File: config.mk
export PLATFORM = sky130hd
export DESIGN_NAME = alu
export DESIGN_NICKNAME = d
export VERILOG_FILES = /design/src/rtl/alu.sv
export SDC_FILE = /design/constraint.sdc
export NUM_CORES = 1
export LEC_CHECK = 0
export ABC_CLOCK_PERIOD_IN_PS = 800
export BUFFER_PORTS_ARGS = -buffer_cell sky130_fd_sc_hd__buf_2
export CAP_MARGIN = 5
export CORE_MARGIN = 2
export CORE_UTILIZATION = 60
export CTS_CLUSTER_SIZE = 28
export DETAILED_ROUTE_END_ITERATION = 8
export PLACE_DENSITY = 0.78
export SYNTH_ARGS = -nofsm -noshare
export SYNTH_HDL_FRONTEND = slang
export SYNTH_SLANG_ARGS = --single-unit
export TNS_END_PERCENT = 100
File: constraint.sdc
create_clock -name clk -period 0.8 [get_ports clk]
set_input_delay 0.04 -clock clk [delete_from_list [all_inputs] [get_ports clk]]
set_output_delay 0.04 -clock clk [all_outputs]
set_load 0.02 [all_outputs]
File: src/rtl/alu.sv
// alu -- single-cycle registered 32-bit ALU.
//
// Each operation has its own combinational unit: adder, subtractor,
// 16x16 multiplier, logic unit and signed compare. The function select
// picks one result, and r registers that result on every rising clk edge.
// There is no enable and no valid/ready handshake. The result for the
// inputs sampled at edge N appears on r just after edge N.
//
// Ports:
//   clk    in   1   clock; all state updates on its rising edge
//   rst_n  in   1   asynchronous active-low reset; forces r to 0 at once
//   a      in  32   operand A (unsigned, except for SLT which is signed)
//   b      in  32   operand B (unsigned, except for SLT which is signed)
//   f      in   3   function select (see op_e)
//   r      out 32   result register

module alu (
  input  logic        clk,
  input  logic        rst_n,
  input  logic [31:0] a,
  input  logic [31:0] b,
  input  logic [2:0]  f,
  output logic [31:0] r
);

  typedef enum logic [2:0] {
    OP_ADD = 3'd0,
    OP_SUB = 3'd1,
    OP_MUL = 3'd2,
    OP_AND = 3'd3,
    OP_OR  = 3'd4,
    OP_XOR = 3'd5,
    OP_SLT = 3'd6,
    OP_RSV = 3'd7
  } op_e;

  logic [31:0] add_res;
  logic [31:0] sub_res;
  logic [31:0] mul_res;
  logic [31:0] and_res;
  logic [31:0] or_res;
  logic [31:0] xor_res;
  logic        slt_bit;
  logic [31:0] next_r;

  // Carry and borrow out of bit 31 are dropped by the 32-bit result width.
  assign add_res = a + b;
  assign sub_res = a - b;

  // The multiplier sees only the low halves. Zero-extending them to 32 bits
  // keeps the full 32-bit product.
  assign mul_res = {16'h0000, a[15:0]} * {16'h0000, b[15:0]};

  assign and_res = a & b;
  assign or_res  = a | b;
  assign xor_res = a ^ b;

  // This is the only signed operation.
  assign slt_bit = $signed(a) < $signed(b);

  always_comb begin
    next_r = 32'h0;
    case (op_e'(f))
      OP_ADD:  next_r = add_res;
      OP_SUB:  next_r = sub_res;
      OP_MUL:  next_r = mul_res;
      OP_AND:  next_r = and_res;
      OP_OR:   next_r = or_res;
      OP_XOR:  next_r = xor_res;
      OP_SLT:  next_r = {31'h0, slt_bit};
      OP_RSV:  next_r = 32'h0;
      default: next_r = 32'h0;
    endcase
  end

  // Reset clears r immediately and drops any in-flight result.
  always_ff @(posedge clk or negedge rst_n) begin
    if (!rst_n) begin
      r <= 32'h0;
    end else begin
      r <= next_r;
    end
  end

endmodule

==> flow_summary.toml, run 1 <==
[outcome]
status = "aborted with a tool error"
stop_stage = "5_1_grt"
tool.error = "[ERROR GRT-0232] Routing congestion too high. Check the congestion heatmap in the GUI."

[logic_synthesis]
synth_top_area_cell = "fa_1"
yosysTopAreaCellShare_pct = 27.2
netlist_area_mm2 = 0.0144
yosysMostFrequentCell = "inv_1"
synth-edff-count = 0
syn_nets = 2313
async_flop_share_pct = 100
yosys_register_bits = 32
synthFlopType = "dfrtp_1"
synth_cell_type_count = 85
ys_top_cells_by_area = "fa_1, ha_1, inv_1"
yosysWarnings = 0
yosys-top-cells-count = "inv_1, ha_1, nor2_1"
synth.avg_cell_area_um2 = 7.81
ys_seq_area_share_pct = 5.55
syn_inst = 1848

[global_route]
gr-total-overflow = 388
grt.total_usage_pct = 90.4
grt_max_degree = 37

[floorplan]
io_pins = 101
die_w_um = 159
initial_utilization_pct = 61.3
row_count = 56
die_y_um = 159

[cts]
ctsHtreeMaxLevel = 2
clk_path_buf_depth = 2
cts_made_buffers = 5
cts_sinks = 32
cts_root_buffer = "clkbuf_16"

[sta]
worst-ep-kind = "register input"
crit_endpoint = "r[20]$_DFF_PN0_/D"

[placed_design]
post-place-ws_ns = -5.10
io_buffers = 100
hpwl_um = 49000
gp_congestion = 1.05
logic make-up after synthesis:
group / share of synthesized area (%)
mux: 0.850
xor+xnor: 3.09
simple gates: 16.3
buf+inv: 11.7
fa+ha+maj: 44.5
compound gates: 18.0
flops: 5.55
through the flow:
| step | area, µm² | instances | util [%] |
|---|---|---|---|
| after floorplan | 15500 | 1848 | - |
| after CTS | 21000 | 2722 | 89.3 |
| after global placement | 19500 | 2681 | 82.8 |
| after detailed placement | 19500 | 2681 | 82.8 |
metal layers:
layer / global-route usage [%] / GRT overflow
met5: 58.0 / 0
met4: 93.3 / 133
met3: 82.7 / 8
met2: 101 / 239
met1: 87.9 / 8
timing repair:
action	in CTS
cloned	2
hold endpoints to repair	32
endpoints found under the setup margin	64
resized for setup	274
buffers inserted	32
pin swaps	86
hold buffers	1
==> run 2: changes to the inputs <==
--- a/config.mk
+++ b/config.mk
@@ -9,10 +9,9 @@
 export BUFFER_PORTS_ARGS = -buffer_cell sky130_fd_sc_hd__buf_2
 export CAP_MARGIN = 5
 export CORE_MARGIN = 2
-export CORE_UTILIZATION = 60
-export CTS_CLUSTER_SIZE = 28
+export CORE_UTILIZATION = 40
 export DETAILED_ROUTE_END_ITERATION = 8
-export PLACE_DENSITY = 0.78
+export PLACE_DENSITY_LB_ADDON = 0.15
 export SYNTH_ARGS = -nofsm -noshare
 export SYNTH_HDL_FRONTEND = slang
 export SYNTH_SLANG_ARGS = --single-unit
==> run 2 against run 1 <==
Against the previous run: the flow now finishes, with violations (setup timing); synthesized area did not move; synthesized cell count stayed put.
==> flow_summary.toml, run 2 <==
[setup_path]
worst_ep_required_time_ns = 0.96
crit_fanout = 5
crit_slowest_cell = "fa_1"
cp.arrival_ns = 5.65
max_stage_delay_ns = 0.55
crit_type = "input pin to flip-flop"
end_kind = "flip-flop"
cp-start-kind = "input pin"
worstPathCellList = "buf_12, clkinv_8, buf_12, nor2_4, fa_1, inv_2, fa_2, fa_2, fa_1, inv_2, fa_1, inv_2, fa_1, inv_2, ha_4, a21oi_4, o21ai_4, a211o_1, a41o_1, a31oi_4, o221ai_2, a21oi_2, xor2_2, o211ai_1"

[cts]
cts_made_buffers = 5
cts_root_buffer = "clkbuf_16"
ctsHtreeMaxLevel = 2
clk_path_buf_depth = 2
clk_pin_slew_ns = 0.06
cts_sinks = 32
cts_tree = "built"

[outcome]
violations = "setup timing"
status = "finished, violations left"

[logic_synthesis]
netlist_area_mm2 = 0.0144
yosysWarnings = 0
synthFlopType = "dfrtp_1"
yosysMostFrequentCell = "inv_1"
synth_compound_area_share_pct = 18.0
yosys-top-cells-count = "inv_1, ha_1, nor2_1"
synth_top_area_cell = "fa_1"
synth_cell_type_count = 85
ys_top_cells_by_area = "fa_1, ha_1, inv_1"
async_flop_share_pct = 100
yosys_register_bits = 32
synth_fa_ha_area_share_pct = 44.5
syn_inst = 1848
ys_seq_area_share_pct = 5.55
yosys.area_share.simple_pct = 16.3
synth_top_family_by_area = "adder cells"
yosysTopAreaCellShare_pct = 27.2
synth-edff-count = 0
synth.avg_cell_area_um2 = 7.81
synthMuxAreaShare_pct = 0.850
synthXorXnorAreaFrac_pct = 3.09
syn_nets = 2313

[placed_design]
gp_congestion = 0.962
place_area_mm2 = 0.0198
hpwl_um = 49600
io_buffers = 100

[sta]
finalCritPeriodShare_pct = 686
relSlewSlack_pct = 64.3
fin_crit_ns = 5.49
drv_slew = 0
holdWs_ns = 0.194
setup_viol = 64
fmax_mhz = 182
worst_slack_ns = -4.69
tns_ns = -124.55
hold_viol = 0
rsz0062_at_grt = "yes"
tightest_slew_ns = 0.530

[power_and_ir_drop]
power_w = 0.104
vdd_drop_max_mv = 7.59
cellPowerDensity_mw_per_mm2 = 4670
leakage_nw = 11.0

[route]
routed_wl_um = 60100
drtIter0Drc = 1126
ant_nets = 0
firstDrtPassIters = 5
wl_per_cell_um = 20.6
vias_per_cell = 5.41
vias = 15800
drc = 0

[final_layout]
diodes = 0
multiInputGateArea_mm2 = 0.0134
layout-drive-gt1-share_pct = 41.0
num-fill-cells = 3093
largest_reg_flops = 32
top_register = "r"
final_common_cell = "buf_4"
register_area_um2 = 801
postLayoutCellArea_mm2 = 0.0222
reg.largest.list = "r (32)"
fin_util_pct = 62.5
final_cell_mix = "buf_4, inv_1, nand2_1"
nets = 2918
areaGrowthSynthToFinish_pct = 54.0

[floorplan]
initial_utilization_pct = 40.6
die_y_um = 194
core_area_mm2 = 0.0356
row_count = 69
dieArea_mm2 = 0.0376
die_w_um = 194
io_pins = 101

[global_route]
gr-total-overflow = 0
grt_pass1_wl_um = 92900
grt_max_degree = 33
antenna_found_initial = 0
grt.total_usage_pct = 31.7
grt_pass1_vias = 16600

[worst_hold_path]
min_path_type = "input pin to flip-flop"

[job]
cap_violations = 0
-- run 2: cell counts after synthesis --
Identical to the previous run, type by type.
-- run 2: critical path: cells and delay by family --
kind,cells,cell delay [ns]
AND/OR/NAND/NOR,1,0.04
adder cells (fa/ha/maj),7,3.26
XOR/XNOR,1,0.28
AO/OA/AOI/OAI,8,1.56
buffers and inverters,7,0.46
-- run 2: stage by stage --
step	worst slack [ns]	cells
2_1_floorplan	-4.41	1848
3_3_place_gp	-5.34	2838
3_5_place_dp	-5.31	2838
4_1_cts	-4.72	2893
5_1_grt	-4.83	2915
6_report	-4.69	2915
-- run 2: cell families after synthesis --
kind of cell	Yosys count
buf+inv	430
fa+ha+maj	396
mux	12
xor+xnor	51
flops	32
simple gates	541
compound gates	386
-- run 2: path summary, 6_finish.rpt --
check / startpoint / endpoint / cells past startpoint
setup / recovery: a[5] / r[26] / 24
hold / removal: f[1] / r[2] / 3
max in group asynchronous: rst_n / r[5] / 3
min in group asynchronous: rst_n / r[21] / 3
-- run 2: where the power goes --
| group | internal [W] | switching [W] |
|---|---|---|
| clock | 0.00115 | 0.000923 |
| sequential | 0.00216 | 0.000422 |
| combinational | 0.0480 | 0.0511 |
-- run 2: metal layers --
layer / track usage [%] / wire length, µm / part of all wire, % / vias to the layer above
li1: - / - / - / 7238
met1: 41.8 / 24800 / 41 / 7743
met2: 54.1 / 28500 / 48 / 653
met3: 3.41 / 4090 / 6.8 / 132
met4: 11.1 / 2630 / 4.4 / 0
met5: 0 / 0 / 0 / -
-- run 2: final cells by class --
type	instances	share of cell area (%)
clock buffer	5	0.563
tap	461	2.59
inverter	342	6.57
sequential	32	3.60
multi-input combinational	1386	60.5
timing repair buffer	685	26.1
clock inverter	3	0.0844
timing repair inverter	1	0.0506
-- run 2: what timing repair did --
item | in CTS | in global routing
endpoints found under the hold margin | 32 | 0
hold buffers | 1 | 0
buffers inserted | 53 | 33
pin swaps | 116 | 134
gates cloned | 1 | 1
endpoints found under the setup margin | 64 | 64
gates resized for setup | 282 | 167
Power figures use the tool's default switching activity.
==> run 3: changes to the inputs <==
--- a/config.mk
+++ b/config.mk
@@ -11,7 +11,7 @@
 export CORE_MARGIN = 2
 export CORE_UTILIZATION = 40
 export DETAILED_ROUTE_END_ITERATION = 8
-export PLACE_DENSITY_LB_ADDON = 0.15
+export PLACE_DENSITY = 0.54
 export SYNTH_ARGS = -nofsm -noshare
 export SYNTH_HDL_FRONTEND = slang
 export SYNTH_SLANG_ARGS = --single-unit
==> run 3 against run 2 <==
Against the previous run: the run still ends with setup timing left; clock-buffer cell count grew 1; largest cell class unchanged; final cell count up 0.14%; critical endpoint unchanged; maximum frequency down 1.4%; sequential power grew 2%; combinational power about the same; first-iteration DRC count shrank 12%; die area unchanged; non-clock buffer count rose by 2; flip-flop and latch count stayed put.
==> flow_summary.toml, run 3 (synthesized netlist as in run 2, its figures left out) <==
[outcome]
status = "finished, violations left"
violations = "setup timing"

[floorplan]
dieArea_mm2 = 0.0376
die_y_um = 194
row_count = 69
initial_utilization_pct = 40.6
io_pins = 101
core_area_mm2 = 0.0356
die_w_um = 194

[final_layout]
areaGrowthSynthToFinish_pct = 54.8
top_register = "r"
final_common_cell = "buf_4"
largest_reg_flops = 32
reg.largest.list = "r (32)"
postLayoutCellArea_mm2 = 0.0223
final_cell_mix = "buf_4, inv_1, fa_1"
diodes = 0
nets = 2922
layout-drive-gt1-share_pct = 40.4

[global_route]
grt.total_usage_pct = 32.4
grt_pass1_wl_um = 94000
gr-total-overflow = 0
grt_pass1_vias = 16600
grt_max_degree = 33
antenna_found_initial = 2

[placed_design]
io_buffers = 100
hpwl_um = 50200
gp_congestion = 0.986
place_area_mm2 = 0.0198

[setup_path]
cp.arrival_ns = 5.71
cp-start-kind = "input pin"
crit_fanout = 6
crit_type = "input pin to flip-flop"
worst_ep_required_time_ns = 0.94
end_kind = "flip-flop"

[route]
ant_nets = 0
drtIter0Drc = 986
drc = 0
wl_per_cell_um = 20.9
vias_per_cell = 5.35
routed_wl_um = 61000
vias = 15600
firstDrtPassIters = 5

[cts]
cts_made_buffers = 5
cts_root_buffer = "clkbuf_16"
cts_sinks = 32
cts_tree = "built"
clk_pin_slew_ns = 0.07
clk_path_buf_depth = 2
ctsHtreeMaxLevel = 2

[sta]
relSlewSlack_pct = 58.8
rsz0062_at_grt = "yes"
finalCritPeriodShare_pct = 696
tns_ns = -124.59
tightest_slew_ns = 0.611
worst_slack_ns = -4.77
holdWs_ns = 0.234
setup_viol = 64
fmax_mhz = 180
hold_viol = 0
drv_slew = 0
fin_crit_ns = 5.57

[power_and_ir_drop]
cellPowerDensity_mw_per_mm2 = 4750
leakage_nw = 11.1
vdd_drop_max_mv = 6.60
switching_share_pct = 50.0
power_frac_comb_pct = 95.3
intPower_w = 0.0530
p_sw_w = 0.0530
seq_power_share_pct = 2.5
power_frac_clock_pct = 2.3

[worst_hold_path]
min_path_type = "input pin to async pin"

[job]
cap_violations = 0
[run 3: worst max-delay path by stage]
stage / end / slack (ns) / start / depth (start not counted)
after global routing: r[26] / -4.91 / a[5] / 24
after detailed placement: r[26] / -5.25 / b[2] / 22
after floorplan: r[30] / -4.41 / b[11] / 22
after CTS: r[26] / -4.68 / a[9] / 26
final: r[26] / -4.77 / a[7] / 25
after global placement: r[26] / -5.22 / b[5] / 23
[run 3: cell type report]
cell class                 instances  area [µm²]
clock inverter                     2        35.0
fill                            3127       13200
sequential                        32         805
timing repair inverter             3        13.8
clock buffer                       6         129
multi-input combinational       1386       13500
tap                              461         577
inverter                         342        1460
timing repair buffer             687        5830
[run 3: repair_timing]
action                                 CTS  global route
pin swaps                               94            99
hold buffers                             1             0
endpoints found under the hold margin   32             0
gates resized for setup                315           107
gates cloned                             6             0
setup endpoints to repair               64            64
setup buffers                           62            16
[run 3: worst max-delay path, cell delays in order]
cell	delay, ns
buf_12	0.11
buf_12	0.13
clkinv_8	0.06
nor2_4	0.03
fa_1	0.54
inv_1	0.05
fa_1	0.50
fa_1	0.43
fa_1	0.52
inv_2	0.04
fa_1	0.50
inv_1	0.06
fa_1	0.49
inv_2	0.05
ha_4	0.26
buf_6	0.12
a21oi_4	0.13
o21ai_4	0.08
a211o_1	0.27
a41o_1	0.27
a31oi_4	0.23
o221ai_2	0.13
a21oi_2	0.19
xor2_2	0.26
o211ai_1	0.19
[run 3: metrics by stage]
stage	power [W]	setup WS (ns)	std cells	util, %
after floorplan	0.0478	-4.41	1848	-
after global placement	0.0777	-5.22	2841	55.7
after detailed placement	0.0785	-5.25	2841	55.7
after CTS	0.0987	-4.68	2909	61.2
after global routing	0.112	-4.91	2919	62.8
final	0.106	-4.77	2919	62.8
[run 3: power groups by stage]
stage / Sequential, W / Clock (W) / Combinational, W
finish: 0.00262 / 0.00240 / 0.101
global route: 0.00264 / 0.00245 / 0.107
CTS: 0.00261 / 0.00243 / 0.0937
detailed placement: 0.00244 / 0 / 0.0760
global placement: 0.00244 / 0 / 0.0753
floorplan: 0.00311 / 0 / 0.0447
[run 3: per-layer routing]
layer  vias to the layer above  wire, µm  GRT usage [%]
li1                       7245         -              -
met1                      7672     24900           41.4
met2                       555     28800           54.6
met3                       154      4180           5.17
met4                         2      3060           13.6
met5                         -        10              0
